--- src/rtl/mem_arbiter.sv ---
// mem_arbiter: shares the single-port 1024x16 program/data memory between the
// core (requester 0) and the host loader (requester 1).
// The core has fixed priority. A starvation counter lets the host win a conflict
// after STARVE_LIMIT blocked cycles. A burst lock gives the host up to LOCK_MAX
// back-to-back grants.
// Optional feature: define MEM_ARB_STATS_EN to add the conflict_cnt and
// starve_cnt statistics outputs.
module mem_arbiter #(
  parameter int ADDR_W       = 10,
  parameter int DATA_W       = 16,
  parameter int STARVE_LIMIT = 4,
  parameter int LOCK_MAX     = 8
) (
  input  logic              clk,
  input  logic              rst,
  input  logic              core_req,
  input  logic              core_we,
  input  logic [ADDR_W-1:0] core_addr,
  input  logic [DATA_W-1:0] core_wdata,
  output logic              core_gnt,
  output logic              core_rvalid,
  output logic [DATA_W-1:0] core_rdata,
  input  logic              host_req,
  input  logic              host_we,
  input  logic              host_lock,
  input  logic [ADDR_W-1:0] host_addr,
  input  logic [DATA_W-1:0] host_wdata,
  output logic              host_gnt,
  output logic              host_rvalid,
  output logic [DATA_W-1:0] host_rdata,
  output logic [ADDR_W-1:0] mem_addr,
  output logic [DATA_W-1:0] mem_wdata,
  output logic              mem_we,
  input  logic [DATA_W-1:0] mem_rdata
`ifdef MEM_ARB_STATS_EN
  ,
  output logic [15:0]       conflict_cnt,
  output logic [15:0]       starve_cnt
`endif
);

  localparam int WAIT_W = $clog2(STARVE_LIMIT + 1);
  localparam int LOCK_W = $clog2(LOCK_MAX + 1);
  localparam logic [WAIT_W-1:0] WAIT_SAT  = WAIT_W'(STARVE_LIMIT);
  localparam logic [LOCK_W-1:0] LOCK_LAST = LOCK_W'(LOCK_MAX - 1);

  typedef enum logic {
    ARB,
    LOCKED
  } state_t;

  state_t            state;
  logic [WAIT_W-1:0] wait_cnt;
  logic [LOCK_W-1:0] lock_cnt;
  logic              core_rd_q;
  logic              host_rd_q;
  logic              lock_hold;
  logic              starve_hit;
  logic              core_win;
  logic              host_win;

  // Winner selection. A host that keeps host_lock high stays shielded while it holds the
  // burst; a request without host_lock falls back to normal arbitration.
  // Nothing is granted while rst is high, so a read issued under reset never returns data.
  always_comb begin
    lock_hold  = (state == LOCKED) && !(host_req && !host_lock);
    starve_hit = core_req && host_req && (wait_cnt == WAIT_SAT);
    core_win   = 1'b0;
    host_win   = 1'b0;
    if (!rst) begin
      if (lock_hold) begin
        host_win = host_req;
      end else if (host_req && (!core_req || starve_hit)) begin
        host_win = 1'b1;
      end else begin
        core_win = core_req;
      end
    end
  end

  // Steer the granted requester's access onto the memory port; the port idles at zero.
  always_comb begin
    mem_addr  = '0;
    mem_wdata = '0;
    mem_we    = 1'b0;
    if (core_win) begin
      mem_addr  = core_addr;
      mem_wdata = core_wdata;
      mem_we    = core_we;
    end else if (host_win) begin
      mem_addr  = host_addr;
      mem_wdata = host_wdata;
      mem_we    = host_we;
    end
  end

  assign core_gnt    = core_win;
  assign host_gnt    = host_win;
  assign core_rvalid = core_rd_q && !rst;
  assign host_rvalid = host_rd_q && !rst;
  assign core_rdata  = core_rvalid ? mem_rdata : '0;
  assign host_rdata  = host_rvalid ? mem_rdata : '0;

  // Arbitration FSM: tracks the burst lock, the host starvation count and read-return flags.
  always_ff @(posedge clk) begin
    if (rst) begin
      state     <= ARB;
      wait_cnt  <= '0;
      lock_cnt  <= '0;
      core_rd_q <= 1'b0;
      host_rd_q <= 1'b0;
    end else begin
      core_rd_q <= core_win && !core_we;
      host_rd_q <= host_win && !host_we;

      if (host_win || !host_req) begin
        wait_cnt <= '0;
      end else if (wait_cnt != WAIT_SAT) begin
        wait_cnt <= wait_cnt + WAIT_W'(1);
      end

      case (state)
        ARB: begin
          if (host_win && host_lock && (LOCK_MAX > 1)) begin
            state    <= LOCKED;
            lock_cnt <= LOCK_W'(1);
          end
        end
        LOCKED: begin
          if (lock_hold && host_req) begin
            if (lock_cnt == LOCK_LAST) begin
              state    <= ARB;
              lock_cnt <= '0;
            end else begin
              lock_cnt <= lock_cnt + LOCK_W'(1);
            end
          end else begin
            state    <= ARB;
            lock_cnt <= '0;
          end
        end
        default: begin
          state    <= ARB;
          lock_cnt <= '0;
        end
      endcase
    end
  end

`ifdef MEM_ARB_STATS_EN
  logic starve_override;
  assign starve_override = host_win && starve_hit && !lock_hold;

  // Saturating statistics: cycles with both requesters active, and host wins forced by starvation.
  always_ff @(posedge clk) begin
    if (rst) begin
      conflict_cnt <= '0;
      starve_cnt   <= '0;
    end else begin
      if (core_req && host_req && (conflict_cnt != 16'hFFFF)) begin
        conflict_cnt <= conflict_cnt + 16'd1;
      end
      if (starve_override && (starve_cnt != 16'hFFFF)) begin
        starve_cnt <= starve_cnt + 16'd1;
      end
    end
  end
`endif

endmodule

--- config.mk ---
export PLATFORM = sky130hd
export DESIGN_NAME = mem_arbiter
export DESIGN_NICKNAME = d
export VERILOG_FILES = /design/src/rtl/mem_arbiter.sv
export SDC_FILE = /design/constraint.sdc
export NUM_CORES = 1
export LEC_CHECK = 0
export BUFFER_PORTS_ARGS = -buffer_cell sky130_fd_sc_hd__clkbuf_2
export CAP_MARGIN = 20
export CORE_MARGIN = 2
export CORE_UTILIZATION = 31
export DETAILED_ROUTE_END_ITERATION = 6
export PLACE_DENSITY_LB_ADDON = 0.05
export SLEW_MARGIN = 20
export SYNTH_ARGS = -nofsm -noshare
export SYNTH_HDL_FRONTEND = slang
export SYNTH_SLANG_ARGS = --single-unit
--- constraint.sdc ---
create_clock -name clk -period 1.9 [get_ports clk]
set_input_delay 0.285 -clock clk [delete_from_list [all_inputs] [get_ports clk]]
set_output_delay 0.285 -clock clk [all_outputs]
set_load 0.01 [all_outputs]
==> results of run 1 <==
cell families after synthesis:
family	synth area share, %
muxes	0.995
AOI/OAI and AO/OA	34.2
buffers and inverters	7.21
DFF	19.9
adders and majority gates	3.73
and+or+nand+nor	34.0
worst min-delay path by stage:
| stage | endpoint | depth (start not counted) | startpoint | slack [ns] |
|---|---|---|---|---|
| 6_report | core_rd_q | 2 | core_we | 0.20 |
| 5_1_grt | host_rd_q | 2 | host_we | 0.19 |
| 3_3_place_gp | wait_cnt[0] | 1 | wait_cnt[0] | 0.43 |
| 4_1_cts | host_rd_q | 2 | host_we | 0.19 |
| 2_1_floorplan | core_rd_q | 1 | core_we | 0.36 |
| 3_5_place_dp | wait_cnt[0] | 1 | wait_cnt[0] | 0.44 |
through the flow:
stage	total power, W	setup TNS (ns)	area, um2
floorplan	0.000339	0	1010
global placement	0.000474	0	1740
detailed placement	0.000476	0	1740
CTS	0.000640	-0.614	1850
global route	0.000693	-3.04	1910
finish	0.000649	-1.42	1910
repair_timing:
| action | in CTS | in global routing |
|---|---|---|
| setup buffers | 4 | 1 |
| hold buffers | 0 | 0 |
| setup endpoints to repair | 28 | 27 |
| gates cloned | 1 | 2 |
| pin swaps | 2 | 1 |
| gates resized for setup | 8 | 6 |
power by group:
part	leakage [nW]	internal (W)	switching [W]	total (W)
logic	0.989	0.000161	0.000123	0.000284
registers	0.0825	0.000215	0.00000350	0.000218
clock network	0.0138	0.0000732	0.0000739	0.000147
placed cells by master, fill, tap and decap left out, types with 2 or more instances in the layout:
| master | synthesis | layout |
|---|---|---|
| clkbuf_2 | 0 | 134 |
| and2_1 | 32 | 32 |
| a22o_1 | 27 | 27 |
| dfxtp_1 | 10 | 7 |
| nor2b_1 | 6 | 6 |
| nand3_1 | 5 | 5 |
| nand2_1 | 5 | 5 |
| nor2_1 | 5 | 5 |
| buf_4 | 1 | 5 |
| inv_2 | 1 | 3 |
| a21oi_1 | 3 | 3 |
| clkbuf_4 | 0 | 3 |
| buf_6 | 2 | 3 |
| buf_2 | 4 | 3 |
| dfxtp_2 | 0 | 3 |
| o21ai_0 | 2 | 2 |
| o211ai_1 | 2 | 2 |
| ha_1 | 3 | 2 |
| buf_12 | 0 | 2 |
final cells by class:
type	instances	area [um2]	share of cell area (%)
sequential	10	204	10.7
multi-input combinational	105	761	39.8
clock buffer	3	22.5	1.18
inverter	4	15.0	0.785
tap	44	55.1	2.88
timing repair buffer	149	855	44.7
metal layers:
metal  vias to the layer above  share of wire [%]  GRT usage, %
li1                        756                  -             -
met1                       629                 38          20.8
met2                        84                 53          34.3
met3                         2                8.4          4.90
met4                         0               0.49          5.90
met5                         -                  0             0
registers in the layout (all words and copies together) (netlist names):
register / cells
wait_cnt: 3
state: 1
core_rd_q: 1
lock_cnt: 4
host_rd_q: 1
==> summary.md, run 1 <==
| Metric | Value |
|---|---|
| Failing checks | `setup timing` |
| Syn nets | `206` |
| H-tree depth | `1` |
| Crit path max-delay family | `buffers and inverters` |
| Syn_area_per_cell | `7.86 um2` |
| Setup WS post-layout | `-0.0685 ns` |
| PD cells | `340 mW/mm2` |
| Fillers | `285` |
| Fin. Hold Viols | `0` |
| WP data required | `1.62 ns` |
| Syn Inst Count | `128` |
| CP endpoint kind | `output pin` |
| Final min period | `1.97 ns` |
| Hpwl dp | `3.02 mm` |
| RSZ-0062 raised after global routing | `true` |
| Worst vdd ir | `between 0.2 and 0.3 mV` |
| Root Buffer | `clkbuf_4` |
| Initial Util | `32.7%` |
| Synthesis-to-finish area growth | `90.0%` |
| Die W | `61.0 um` |
| Die H | `61.0 um` |
| Reg2Reg Depth | `7` |
| CTS sink count | `10` |
| Worst r2r src | `wait_cnt[1]` |
| Finished Core Util | `roughly 62%` |
| IO Port Bufs | `137` |
| CP Capture Point | `mem_wdata[11]` |
| Largest net degree at the start of global routing | `30` |
| Setup slack, reg-to-reg | `0.51 ns` |
| Vias post-DR | `about 1500` |
| Post-synth cell types | `32` |
| Post-synth top cells | `and2_1 (32), a22o_1 (27), dfxtp_1 (10)` |
| Worst Tran Pin Value | `0.231 ns` |
| Min-Delay Path Class | `in -> reg` |
| Setup WS pre-CTS | `between 0.1 and 0.15 ns` |
| Crit Path Max Fanout | `7` |
| Sequential fraction of the synthesis area | `19.9%` |
| Reg-to-reg endpoint | `state` |
| Post-synth ARST share | `0%` |
| Mapped Area | `0.00101 mm2` |
| Endpoints failing setup | `27` |
| Via/cell ratio | `4.67` |
| MaxCap Viol Count | `0` |
| Antenna violations before repair | `0` |
| First-pass DRT Iterations | `4` |
| Routed wire length | `3.92 mm` |
| Layout cells sized above 1 | `59.8%` |
| Skew-Pair Late Insertion Delay | `between 0.2 and 0.3 ns` |
| Starting DRC count in detailed routing | `43` |
| Worst path bufs/invs | `4` |
| Synth warnings | `0` |
| Rel. slew slack | `a little over four fifths` |
| Core area | `0.00308 mm2` |
| Worst EP arrival | `1.68 ns` |
| Cell Chain, Critical Path | `inv_2 > ha_4 > buf_6 > a21boi_4 > a21oi_4 > clkbuf_16 > a22o_1 > buf_2` |
| Stages on worst setup path | `8` |
| GRT Util Overall | `18.6%` |
| CP max stage delay | `approximately 0.35 ns` |
| Routed Antenna Nets | `0` |
| Fmax | `508 MHz` |
| Max-slew violation count | `0` |
| Synth area leader | `a22o_1` |
| Outcome | `finished with violations` |
| CTS tree | `yes` |
| DIE AREA | `0.00372 mm2` |
| Fin crit share | `104%` |
| DR WL/cell | `approximately 12 um` |
| Skew final | `around 0.0045 ns` |
| IO Pins | `138` |
| First-pass GRT wire length | `5.22 mm` |
| DRC errors left | `0` |
| Total gr overflow | `0` |
| Dpl cells | `304` |
| Number of synthesized flops with an enable pin | `0` |
| CTS buffer count | `3` |
| Slowest CP cell | `dfxtp_2` |
| Post-synth top flop | `dfxtp_1` |
| FP Rows | `20` |
| Critical path class | `reg -> out` |
| Critical path launch point type | `register` |
| Diode count | `0` |
| Area share of the largest cell type after synthesis | `between 20% and 30%` |
| Vias in the first global route | `approximately 1200` |
| Final std cells w/o fill | `roughly 320` |
| Final #Nets | `~350` |
| Worst-case hold slack | `0.196 ns` |
| Reg clk slew, reported paths | `0.07 ns` |
| Lkg Pwr | `roughly 1.1 nW` |
| Routability cong. | `between 0.7 and 0.8` |
| Max Root-Sink Buffers | `2` |
| Top-count cell post-synth | `and2_1` |
| Ranking of synthesized cells by area | `a22o_1 (24%), and2_1 (20%), dfxtp_1 (20%)` |
| Crit. Startpoint | `wait_cnt[0]` |
| Synthesized flop and latch total | `10` |
Note: power is estimated with default switching activity, not from simulation.
==> run 2: changes to the inputs <==
--- a/config.mk
+++ b/config.mk
@@ -6,9 +6,11 @@
 export NUM_CORES = 1
 export LEC_CHECK = 0
 export BUFFER_PORTS_ARGS = -buffer_cell sky130_fd_sc_hd__clkbuf_2
-export CAP_MARGIN = 20
+export CELL_PAD_IN_SITES_DETAIL_PLACEMENT = 0
+export CELL_PAD_IN_SITES_GLOBAL_PLACEMENT = 1
 export CORE_MARGIN = 2
-export CORE_UTILIZATION = 31
+export CORE_UTILIZATION = 19
+export CTS_BUF_LIST = sky130_fd_sc_hd__clkbuf_8
 export DETAILED_ROUTE_END_ITERATION = 6
 export PLACE_DENSITY_LB_ADDON = 0.05
 export SLEW_MARGIN = 20
==> run 2 against run 1 <==
Design area is 3.5% higher. Cell count up 8.3%. Sequential share of layout area decreased by 0.49 points. The run now ends clean. Power increased by 19%. Global-route usage down 5.6 points. Maximum frequency increased by 5.0%. Setup slack improved by 0.094 ns. Clock power rose by 83%. Wire length rose by 8.1%. First-iteration DRC count rose by 19%. Worst hold slack better by 0.033 ns. Sequential cell count stayed put. Largest power group unchanged.
==> summary.md, run 2 (synthesis results as in run 1) <==
| Metric | Value |
|---|---|
| RSZ-0062 raised after global routing | `true` |
| CP max stage delay | `0.33 ns` |
| Critical path class | `reg -> out` |
| MaxCap Viol Count | `0` |
| Vias in the first global route | `~1400` |
| First-pass DRT Iterations | `4` |
| Regs by FF count | `lock_cnt x4, wait_cnt x3` |
| Setup TNS | `0 ns` |
| Root Buffer | `clkbuf_8` |
| Crit Path Max Fanout | `7` |
| Worst EP arrival | `1.59 ns` |
| Setup slack, reg-to-reg | `0.49 ns` |
| Final std cells w/o fill | `341` |
| Fin. Hold Viols | `0` |
| Lkg Pwr | `1.10 nW` |
| Hold buffers post-CTS | `0` |
| WP data required | `1.62 ns` |
| Top reg by flops | `lock_cnt` |
| Routed wire length | `4.23 mm` |
| Routability cong. | `between 0.7 and 0.8` |
| Max-slew violation count | `0` |
| Starting DRC count in detailed routing | `51` |
| Worst Tran Pin Value | `0.296 ns` |
| Finished Core Util | `38.8%` |
| Via/cell ratio | `4.38` |
| DR WL/cell | `around 12 um` |
| Critical path launch point type | `register` |
| CTS buffer count | `3` |
| Slowest CP cell | `dfxtp_2` |
| IO Port Bufs | `roughly 140` |
| Most common cell after layout, fill and taps aside | `clkbuf_2` |
| Vias post-DR | `around 1500` |
| Core area | `approximately 0.0051 mm2` |
| DRC errors left | `0` |
| Finished Cell Area | `0.00198 mm2` |
| Outcome | `finished clean` |
| CTS sink count | `10` |
| Fmax | `533 MHz` |
| Skew-Pair Late Insertion Delay | `0.23 ns` |
| CTS tree | `yes` |
| Die W | `76.8 um` |
| Final #Nets | `350` |
| Layout cells sized above 1 | `59.8%` |
| Max Root-Sink Buffers | `2` |
| Overall power | `0.000775 W` |
| Min-Delay Path Class | `in -> reg` |
| Initial Util | `roughly a fifth` |
| IO Pins | `138` |
| H-tree depth | `1` |
| Dpl cells | `around 330` |
| Worst vdd ir | `between 0.15 and 0.2 mV` |
| Largest net degree at the start of global routing | `30` |
| Fin crit share | `slightly below 100%` |
| Die H | `76.8 um` |
| Most frequent cells in the layout | `clkbuf_2 (112), and2_1 (32), a22o_1 (27)` |
| Routed Antenna Nets | `0` |
| Total gr overflow | `0` |
| PD cells | `391 mW/mm2` |
| Skew final | `0.00228 ns` |
| Endpoints failing setup | `0` |
| Final min period | `1.87 ns` |
| Synthesis-to-finish area growth | `96.8%` |
| Cell Chain, Critical Path | `inv_2 > ha_4 > nand3_2 > o211a_4 > clkbuf_16 > a22o_1 > buf_2` |
| Rel. slew slack | `80.1%` |
| DP Area | `0.00179 mm2` |
| First-pass GRT wire length | `between 6 and 7 mm` |
| Antenna violations before repair | `0` |
| DIE AREA | `between 0.005 and 0.006 mm2` |
| Max reg flops | `4` |
| FP Rows | `26` |
| CP endpoint kind | `output pin` |
| Worst path bufs/invs | `3` |
| GRT Util Overall | `13.0%` |
| Crit path max-delay family | `compound AO/OA/AOI/OAI gates` |
| Diode count | `0` |
| Reg clk slew, reported paths | `0.05 ns` |
| Hpwl dp | `3.32 mm` |
## run 2: changes by cell type in the layout (fill, tap and decap cells not counted), sizes merged
cell and delta:
clkbuf -20, buf +21, bufbuf -1
## run 2: worst paths after layout
path / startpoint / end / cells after the start
max: wait_cnt[0] / mem_addr[4] / 7
min: core_we / core_rd_q / 2
max reg2reg: wait_cnt[0] / state / 7
min reg2reg: wait_cnt[0] / wait_cnt[0] / 1
## run 2: metal layers
metal  global-route usage [%]  part of all wire, %  vias to the layer above
li1                         -                    -                      751
met1                     12.3                   34                      643
met2                     26.2                   55                       89
met3                     3.53                  8.4                       10
met4                     4.73                  2.6                        0
met5                        0                    0                        -
## run 2: metrics by stage
step	hold slack [ns]	setup slack (ns)
global placement	0.432	0.219
global route	0.234	-0.0421
floorplan	0.357	0.165
CTS	0.225	0.00928
detailed placement	0.442	0.208
finish	0.229	0.0252
## run 2: area by class of cell
| type | count | area (um2) |
|---|---|---|
| fill | 551 | 3130 |
| timing repair buffer | 148 | 855 |
| multi-input combinational | 105 | 766 |
| sequential | 10 | 201 |
| tap | 70 | 87.6 |
| clock buffer | 4 | 55.1 |
| inverter | 4 | 15.0 |
## run 2: where the power goes
part           total, W  internal [W]  leakage, nW  switching (W)
sequential     0.000218      0.000215       0.0816     0.00000342
combinational  0.000288      0.000163        0.990       0.000125
clock          0.000269      0.000182       0.0288      0.0000862
total          0.000775      0.000561         1.10       0.000214
## run 2: what timing repair did
item	CTS	global route
endpoints found under the setup margin	27	27
pin swaps	2	26
cloned	1	2
resized for setup	5	31
setup buffers	1	1
